**src/rtl/prng_seq_ctrl.sv**
```systemverilog
// Sequencer for an external 8-bit PRNG core: seed load, warm-up stepping, then
// on-demand or free-running sample capture with a valid/ready output.
module prng_seq_ctrl #(
  parameter int unsigned CLK_HZ  = 10_000_000,
  parameter int unsigned STEP_HZ = 1_000,
  parameter int unsigned WARMUP  = 16
) (
  input  logic       clk,
  input  logic       rst_n,
  input  logic       ena,
  input  logic       seed_load,
  input  logic [7:0] seed,
  input  logic       mode,
  input  logic       req,
  output logic       prng_load,
  output logic [7:0] prng_seed,
  output logic       prng_step,
  input  logic [7:0] prng_q,
  output logic       smp_valid,
  output logic [7:0] smp_data,
  input  logic       smp_ready,
  output logic       busy,
  output logic       overrun
);

  localparam int unsigned DIV  = CLK_HZ / STEP_HZ;
  localparam int unsigned DivW = (DIV > 1) ? $clog2(DIV) : 1;
  localparam logic [DivW-1:0] DivLast = DivW'(DIV - 1);
  localparam logic [7:0] WarmInit = 8'(WARMUP);

  typedef enum logic [2:0] {StLoad, StWarm, StRun, StStep, StCapt} state_e;

  state_e          state_q, state_d;
  logic [7:0]      warm_q, warm_d;
  logic [DivW-1:0] div_q, div_d;
  logic [7:0]      seed_q, seed_d;
  logic            valid_q, valid_d;
  logic [7:0]      data_q, data_d;
  logic            ovr_q, ovr_d;

  always_ff @(posedge clk or negedge rst_n) begin
    if (!rst_n) begin
      state_q <= StLoad;
      warm_q  <= '0;
      div_q   <= '0;
      seed_q  <= 8'h01;
      valid_q <= 1'b0;
      data_q  <= 8'h00;
      ovr_q   <= 1'b0;
    end else begin
      state_q <= state_d;
      warm_q  <= warm_d;
      div_q   <= div_d;
      seed_q  <= seed_d;
      valid_q <= valid_d;
      data_q  <= data_d;
      ovr_q   <= ovr_d;
    end
  end

  always_comb begin
    state_d = state_q;
    warm_d  = warm_q;
    div_d   = div_q;
    seed_d  = seed_q;
    valid_d = valid_q;
    data_d  = data_q;
    ovr_d   = ovr_q;
    if (ena) begin
      if (seed_load) begin
        // An all-zero seed would lock up an LFSR core, so substitute 1.
        seed_d  = (seed == 8'h00) ? 8'h01 : seed;
        valid_d = 1'b0;
        ovr_d   = 1'b0;
        div_d   = '0;
        warm_d  = '0;
        state_d = StLoad;
      end else begin
        if (valid_q && smp_ready) valid_d = 1'b0;
        div_d = '0;
        case (state_q)
          StLoad: begin
            warm_d  = WarmInit;
            state_d = StWarm;
          end
          StWarm: begin
            if (warm_q <= 8'd1) begin
              warm_d  = '0;
              state_d = StRun;
            end else begin
              warm_d = warm_q - 8'd1;
            end
          end
          StRun: begin
            if (mode) begin
              if (div_q == DivLast) state_d = StStep;
              else div_d = div_q + 1'b1;
            end else if (req && !valid_q) begin
              state_d = StStep;
            end
          end
          StStep: state_d = StCapt;
          StCapt: begin
            // New sample wins over a same-edge transfer; overrun only if it was not taken.
            data_d  = prng_q;
            valid_d = 1'b1;
            if (valid_q && !smp_ready) ovr_d = 1'b1;
            state_d = StRun;
          end
          default: state_d = StLoad;
        endcase
      end
    end
  end

  // Commands are gated by rst_n so they are quiet while reset is asserted.
  assign prng_load = rst_n && ena && (state_q == StLoad);
  assign prng_step = rst_n && ena && ((state_q == StWarm) || (state_q == StStep));
  assign prng_seed = seed_q;
  assign smp_valid = valid_q;
  assign smp_data  = data_q;
  assign overrun   = ovr_q;
  assign busy      = (state_q != StRun);

endmodule

```
**config.mk**
```make
export PLATFORM = sky130hd
export DESIGN_NAME = prng_seq_ctrl
export DESIGN_NICKNAME = d
export VERILOG_FILES = /design/src/rtl/prng_seq_ctrl.sv
export SDC_FILE = /design/constraint.sdc
export NUM_CORES = 1
export LEC_CHECK = 0
export BUFFER_PORTS_ARGS = -buffer_cell sky130_fd_sc_hd__buf_2
export CAP_MARGIN = 20
export CORE_AREA = 8 8 71 73
export DETAILED_ROUTE_END_ITERATION = 7
export DIE_AREA = 0 0 79 81
export GPL_TIMING_DRIVEN = 0
export PLACE_DENSITY_LB_ADDON = 0.12
export SYNTH_ARGS = -nofsm -noshare
export SYNTH_HDL_FRONTEND = slang
export SYNTH_SLANG_ARGS = --single-unit
export TNS_END_PERCENT = 20
```
**constraint.sdc**
```tcl
create_clock -name clk -period 5.07 [get_ports clk]
set_input_delay 1.014 -clock clk [delete_from_list [all_inputs] [get_ports clk]]
set_output_delay 1.014 -clock clk [all_outputs]
set_load 0.02 [all_outputs]
```
==> results of run 1 <==
metrics by stage:
step | std cells | util [%] | power (uW)
final | 307 | 65.2 | 1030
after global routing | 307 | 65.2 | 1100
after CTS | 306 | 64.7 | 1040
after detailed placement | 298 | 62.4 | 820
after global placement | 298 | 62.4 | 814
after floorplan | 206 | - | 720
cell type report:
cell class,count,share of cell area (%)
sequential,43,42.2
buffer,6,1.86
tap,50,2.45
clock buffer,5,2.70
inverter,10,1.47
multi-input combinational,147,39.5
clock inverter,3,0.785
timing repair buffer,43,9.02
Yosys cell counts, types with 4 or more instances:
cell type / number / share of area, %
o21ai_1: 4 / 0.92
nand3_1: 8 / 1.8
nand4_1: 6 / 1.7
o22ai_1: 4 / 1.2
and3_1: 4 / 1.2
inv_1: 9 / 1.6
dfrtp_1: 42 / 48
mux2_1: 8 / 4.2
nor2_1: 13 / 2.2
nor4_1: 5 / 1.4
a21oi_1: 6 / 1.4
mux2_2: 7 / 3.6
xnor2_1: 6 / 2.4
nor2b_1: 4 / 1.2
nor3_1: 5 / 1.2
nand2_1: 21 / 3.6
a31oi_1: 4 / 1.2
worst max-delay path, cell delays in order:
cell,delay [ns]
buf_2,0.22
buf_12,0.25
nand2_1,0.08
nor3_1,0.14
buf_2,0.19
kinds of logic after synthesis:
group | count (synthesis) | synth area share [%]
AO/OA/AOI/OAI | 37 | 12.5
AND/OR/NAND/NOR | 81 | 19.9
adder cells (fa/ha/maj) | 3 | 1.73
XOR/XNOR | 9 | 3.63
multiplexers | 17 | 8.71
buffers and inverters | 16 | 3.92
flip-flops | 43 | 49.7
routing by layer:
| metal | wire, um | GRT usage (%) | part of all wire (%) |
|---|---|---|---|
| met4 | 62 | 5.56 | 1.4 |
| met1 | 1960 | 18.1 | 43 |
| met2 | 2280 | 24.6 | 50 |
| met5 | 0 | 0 | 0 |
| met3 | 242 | 5.30 | 5.3 |
cells in the final DEF (no fill, tap or decap), types with 3 or more instances in the layout:
cell / instances
and3_1: 4
nor2b_1: 4
nor2_1: 13
o2bb2ai_1: 3
clkbuf_8: 5
xnor2_1: 6
o211ai_1: 3
nand4_1: 6
mux2_2: 7
o21ai_1: 4
nand2_1: 21
o21ai_0: 3
nand3_1: 8
a21oi_1: 6
inv_1: 9
buf_2: 44
ha_1: 3
nor3_1: 5
xor2_1: 3
buf_6: 3
a31oi_1: 4
dfrtp_1: 42
nor4_1: 5
o22ai_1: 4
mux2_1: 8
where the power goes:
part           switching, uW  internal, uW
Combinational            206           148
Sequential              60.3           401
Clock                    120          95.9
Total                    387           644
sequential cells by signal, indices dropped and copies added, names as in the netlist:
name and cells:
smp_data 8, overrun 1, warm_q 8, smp_valid 1, prng_seed 8, div_q 14
state_q 3
path summary, 6_finish.rpt:
check	from	end	slack (ns)	cells past startpoint
setup / recovery	rst_n	prng_step	2.14	5
hold / removal	smp_data[3]	smp_data[3]	0.48	1
setup reg to reg	state_q[1]	smp_data[7]	3.18	5
hold reg to reg	smp_data[3]	smp_data[3]	0.48	1
max in group asynchronous	rst_n	prng_seed[0]	3.99	2
min in group asynchronous	rst_n	div_q[0]	0.55	1
==> results.yml, run 1 <==
yosys:
  synth.net_count: 232
  yosysWarningCount: 0
  synth_edf_count: 0
  asyncSetResetFlopFracSynth_pct: 100
  post_synth_instance_area_um2: 2170
  syn-instance-count: 206
  dominantRegCellSynth: "dfrtp_1"
  synth_seq_cells: 43
  synth_sequential_area_ratio_pct: 49.7
  syn-mean-instance-area_um2: 10.5
  yosysUniqueCellTypes: 48
sta:
  finalWorstSetupSlack_ns: 2.14
  report.final.slew_viol_count: 0
  rsz_0062_raised_after_global_routing: "false"
  worst-slew-pin-transition_ns: 0.506
  tns_ns: 0
  setup_viol_count_final: 0
  timing.max_slew.rel_slack_pct: 66.0
  timing.final.crit_share_pct: 57.8
  clock.fmax_mhz: 341
  final_period_minus_worst_setup_slack_ns: 2.93
  clock_skew_ns: 0.0112
  timing.final.hold_violations: 0
  final.hold.worst_slack_ns: 0.483
detailed_routing:
  drtAntennaViolNets: 0
  drc: 0
  route.final.wire_length_um: 4540
  detail_route.vias_per_cell: 5.50
  drt_pass1_iterations: 4
  wl_per_cell_um: 14.8
  drt-initial-drc-count: 74
  detailroute.via_count: 1690
floorplanning:
  die_area_um2: 6400
  core_area_um2: 3910
  die_width_um: 79
  start_util_pct: 55.4
  fp.dieH_um: 81
  boundaryPins: 44
  rows: 23
placement:
  buffer_ports.inserted: 42
  place.gp.congestion: 0.791
  detailed_place.area_um2: 2440
  dpl_worst_slack_ns: 1.76
  place_hpwl_um: 3350
final_layout:
  final_area_um2: 2550
  num_antenna_cells: 0
  multiInputGateArea_um2: 1010
  synthToLayoutAreaGrowth_pct: 17.6
  finish.net_count: 282
  share_of_cells_above_drive_strength_1_pct: 27.2
  sequential_cell_area_um2: 1080
  layout.filler_cells: 342
setup_path:
  setup.worst_path.class: "in2out"
  cp.arrival_ns: 1.92
  crit_path_max_fanout: 37
  worstSetupStartpointType: "input port"
  worstPathRequired_ns: 4.06
  crit_path_end_kind: "output port"
global_routing:
  grt_antenna_before_repair: 0
  globalRouteTotalUtil_pct: 15.1
  global_route_wire_length_before_repair_um: 7680
  first_global_vias: 1623
  maximum_number_of_pins_on_one_net_before_global_route_repair: 46
  gr-total-overflow: 0
cts:
  post_cts.repair.setup_buffers: 0
  cts-htree-levels: 2
  clock_tree.buffer_depth: 2
  clock_buffer_count_from_cts: 5
  clkSinkCount: 43
  post_cts_hold_buffer_count: 0
  cts_repair_resize_count: 0
  clk_latency_ns: 0.30
  clkSlewWorstSetupHoldPaths_ns: 0.08
  clk_root_buffer_cell: "clkbuf_8"
  cts_tree: "done"
run_status:
  result_of_the_run: "finished clean"
power:
  cellPowerDensity_nw_per_um2: 404
  power.leakage_uw: 0.00118
  worst_ir_drop_vdd_v: 0.000320
flow_run:
  drv.max_cap_violation_count: 0
min_path:
  hold_path.class: "reg2reg"
Note: power is estimated with default switching activity, not from simulation.
==> run 2, diff against run 1 <==
Settings changed: CORE_AREA 8 8 71 73 to 8 8 73 75, DIE_AREA 0 0 79 81 to 0 0 81 83.
Clock period 5.07 ns to 3 ns, I/O delays scaled along.
==> results.yml, run 2 (same netlist as run 1, synthesis figures left out) <==
run_status:
  result_of_the_run: "finished clean"
detailed_routing:
  route.final.wire_length_um: 4630
  drc: 0
  detail_route.vias_per_cell: 5.68
  wl_per_cell_um: 15.0
  detailroute.via_count: 1755
  drtAntennaViolNets: 0
  drt_pass1_iterations: 4
  drt-initial-drc-count: 79
setup_path:
  worst_path_largest_cell_delay_ns: 0.28
  setup.worst_path.class: "in2out"
  number_of_buffers_and_inverters_on_the_critical_path: 3
  critical-path-top-delay-family: "buffers and inverters"
  critical_path.most_common_cell: "buf_2"
  crit_path_max_fanout: 34
  path_cells: "buf_2 > buf_12 > nand2_1 > nor3_1 > buf_2"
  cp.arrival_ns: 1.52
  worstSetupStartpointType: "input port"
  crit_path_top_delay_cell: "buf_2"
  worstPathRequired_ns: 2.40
  r2r-start: "div_q[0]"
  critical_path_startpoint: "rst_n"
  crit_path_end_kind: "output port"
global_routing:
  globalRouteTotalUtil_pct: 14.4
  global_route_wire_length_before_repair_um: 7990
  gr-total-overflow: 0
  grt_antenna_before_repair: 0
  first_global_vias: 1694
  maximum_number_of_pins_on_one_net_before_global_route_repair: 46
placement:
  detailed_place.area_um2: 2440
  place_hpwl_um: 3300
  dpl_worst_slack_ns: 0.554
  buffer_ports.inserted: 42
  place.gp.congestion: 0.779
cts:
  clk_root_buffer_cell: "clkbuf_8"
  clk_latency_ns: 0.29
  clkSlewWorstSetupHoldPaths_ns: 0.08
  post_cts_hold_buffer_count: 0
  cts_repair_resize_count: 0
  post_cts.repair.setup_buffers: 0
  clock_buffer_count_from_cts: 5
  clkSinkCount: 43
  cts_tree: "done"
  cts-htree-levels: 2
  clock_tree.buffer_depth: 2
power:
  power.leakage_uw: 0.00120
  cellPowerDensity_nw_per_um2: 718
  worst_ir_drop_vdd_v: 0.000501
flow_run:
  drv.max_cap_violation_count: 0
floorplanning:
  rows: 24
  die_width_um: 81
  start_util_pct: 51.6
  die_area_um2: 6720
  boundaryPins: 44
  core_area_um2: 4200
  fp.dieH_um: 83
final_layout:
  post-route-util_pct: 61.4
  mostFrequentLayoutCells: "44 x buf_2, 42 x dfrtp_1, 21 x nand2_1"
  num_antenna_cells: 0
  finish.net_count: 282
  registers.top_by_ff_count: "div_q"
  synthToLayoutAreaGrowth_pct: 19.0
  final_area_um2: 2580
  largest_register_ffs: 14
  share_of_cells_above_drive_strength_1_pct: 27.2
  final_common_cell: "buf_2"
sta:
  final_period_minus_worst_setup_slack_ns: 2.12
  tns_ns: 0
  rsz_0062_raised_after_global_routing: "false"
  clock_skew_ns: 0.00711
  report.final.slew_viol_count: 0
  worst-slew-pin-transition_ns: 0.526
  timing.final.hold_violations: 0
  clock.fmax_mhz: 473
  timing.max_slew.rel_slack_pct: 64.7
  setup_viol_count_final: 0
  timing.final.crit_share_pct: 70.5
  final.hold.worst_slack_ns: 0.190
  finalWorstSetupSlack_ns: 0.885
min_path:
  hold_path.class: "in2async"
run 2: worst paths after layout:
path	end	slack (ns)	depth (start not counted)
worst max-delay path	prng_step	0.88	5
worst min-delay path	div_q[4]	0.19	1
worst max register to register	div_q[10]	1.08	5
worst min register to register	prng_seed[0]	0.48	2
max in group asynchronous	prng_seed[0]	2.28	2
min in group clk	prng_seed[0]	0.48	2
run 2: final cells by class:
type | count | area (um2)
repair buffers | 43 | 230
clock inverters | 2 | 35.0
well taps | 52 | 65.1
fillers | 357 | 1620
clock buffers | 6 | 82.6
plain buffers | 6 | 47.5
inverters | 10 | 37.5
flip-flops and latches | 43 | 1080
multi-input cells | 147 | 1010
run 2: through the flow:
| stage | power, uW | instances |
|---|---|---|
| 6_report | 1850 | 309 |
| 5_1_grt | 1970 | 309 |
| 4_1_cts | 1860 | 308 |
| 3_5_place_dp | 1390 | 300 |
| 3_3_place_gp | 1380 | 300 |
| 2_1_floorplan | 1220 | 206 |
run 2: metal layers:
layer | track usage, % | up-vias | routed length, um
met4 | 4.39 | 0 | 48
li1 | - | 856 | -
met3 | 3.45 | 6 | 388
met2 | 20.7 | 60 | 1910
met1 | 20.8 | 833 | 2280
met5 | 0 | - | 0
run 2: where the power goes:
part | switching, uW | internal, uW | leakage [uW]
clock | 200 | 270 | 0.0000612
sequential | 101 | 677 | 0.000572
combinational | 355 | 250 | 0.000571
total | 656 | 1200 | 0.00120
==> run 3, diff against run 2 <==
Settings changed: CORE_AREA 8 8 73 75 to 8 8 76 78, DIE_AREA 0 0 81 83 to 0 0 84 86.
Clock period 3 ns to 1.8 ns, I/O delays scaled along.
==> results.yml, run 3 (same netlist as run 1, synthesis figures left out) <==
setup_path:
  worstSetupStartpointType: "register"
  setup.worst_path.class: "reg2reg"
  worstPathRequired_ns: 1.98
  r2r_slack_ns: 0.05
  crit_path_max_fanout: 9
  crit_path_end_kind: "register"
  cp.arrival_ns: 1.93
cts:
  clk_root_buffer_cell: "clkbuf_8"
  clkSinkCount: 43
  clock_tree.buffer_depth: 2
  cts-htree-levels: 2
  clkSlewWorstSetupHoldPaths_ns: 0.08
  clock_buffer_count_from_cts: 5
  post_cts_hold_buffer_count: 0
  cts_tree: "done"
  clk_latency_ns: 0.29
placement:
  detailed_place.area_um2: 2450
  buffer_ports.inserted: 42
  place_hpwl_um: 3410
  place.gp.congestion: 0.751
global_routing:
  grt_antenna_before_repair: 0
  gr-total-overflow: 0
  globalRouteTotalUtil_pct: 13.3
  global_route_wire_length_before_repair_um: 8030
  maximum_number_of_pins_on_one_net_before_global_route_repair: 46
  first_global_vias: 1731
floorplanning:
  rows: 25
  fp.dieH_um: 86
  die_area_um2: 7220
  core_area_um2: 4600
  die_width_um: 84
  boundaryPins: 44
  start_util_pct: 47.2
sta:
  timing.final.hold_violations: 0
  clock.fmax_mhz: 572
  worst-slew-pin-transition_ns: 0.561
  report.final.slew_viol_count: 0
  timing.final.crit_share_pct: 97.1
  timing.max_slew.rel_slack_pct: 62.6
  final_period_minus_worst_setup_slack_ns: 1.75
  clock_skew_ns: 0.00639
  setup_viol_count_final: 0
final_layout:
  finish.net_count: 287
  post-route-util_pct: 56.9
  registers.top_by_ff_count: "div_q"
  synthToLayoutAreaGrowth_pct: 20.6
  final_area_um2: 2620
  final_common_cell: "buf_2"
  largest_register_ffs: 14
  num_antenna_cells: 0
  mostFrequentLayoutCells: "42 x buf_2, 40 x dfrtp_1, 21 x nand2_1"
  share_of_cells_above_drive_strength_1_pct: 31.3
power:
  worst_ir_drop_vdd_v: 0.000446
  power.leakage_uw: 0.00122
  cellPowerDensity_nw_per_um2: 1140
detailed_routing:
  detailroute.via_count: 1715
  wl_per_cell_um: 14.8
  drt-initial-drc-count: 123
  drc: 0
  drt_pass1_iterations: 4
  drtAntennaViolNets: 0
  route.final.wire_length_um: 4680
  detail_route.vias_per_cell: 5.43
flow_run:
  drv.max_cap_violation_count: 0
min_path:
  hold_path.class: "in2async"
run_status:
  result_of_the_run: "finished clean"
[run 3: layout make-up]
type                       count  area (um2)
fill                         414        1980
clock buffer                   5        68.8
buffer                         6        51.3
sequential                    43        1080
tap                           54        67.6
timing repair buffer          48         262
clock inverter                 3        15.0
inverter                      10        37.5
multi-input combinational    147        1040
[run 3: timing repair]
action	4_1_cts	5_1_grt
resized for setup	7	6
pin swaps	1	2
setup endpoints to repair	24	12
endpoints found under the hold margin	0	0
buffers inserted	6	0
[run 3: report_power, final]
part	leakage [uW]	internal, uW	switching [uW]
Sequential	0.000569	1130	174
Combinational	0.000604	483	617
Clock	0.0000477	266	321
Total	0.00122	1880	1110
[run 3: final timing paths]
kind / from / end / cells past startpoint
min in group clk: seed_load / smp_valid / 2
hold reg to reg: prng_seed[0] / prng_seed[0] / 2
setup / recovery: state_q[2] / state_q[1] / 6
hold / removal: rst_n / warm_q[3] / 1
setup reg to reg: state_q[2] / state_q[1] / 6
max in group asynchronous: rst_n / state_q[1] / 1
[run 3: worst max-delay path, cell delays in order (launching register included)]
cell      delay, ns
dfrtp_1        0.38
buf_6          0.13
or3b_4         0.40
a311oi_4       0.31
buf_6          0.17
nor4_1         0.05
o22a_1         0.20
[run 3: metal layers]
layer / global-route usage [%] / part of all wire, % / vias to the layer above
met5: 0 / 0 / -
met4: 3.30 / 0.41 / 0
met3: 3.41 / 4.8 / 2
met2: 22.3 / 51 / 44
met1: 16.7 / 44 / 804
li1: - / - / 865
[run 3: through the flow]
| stage | power (uW) | cells | hold slack, ns | setup TNS (ns) | setup slack (ns) |
|---|---|---|---|---|---|
| after global routing | 3200 | 316 | 0.0921 | -0.00119 | -0.00119 |
| after floorplan | 2030 | 206 | 0.0644 | 0 | 0.134 |
| after CTS | 2990 | 316 | 0.0675 | 0 | 0.0145 |
| after detailed placement | 2330 | 302 | 0.474 | -2.38 | -0.194 |
| final | 2990 | 316 | 0.0498 | 0 | 0.0516 |
| after global placement | 2300 | 302 | 0.462 | -2.39 | -0.199 |
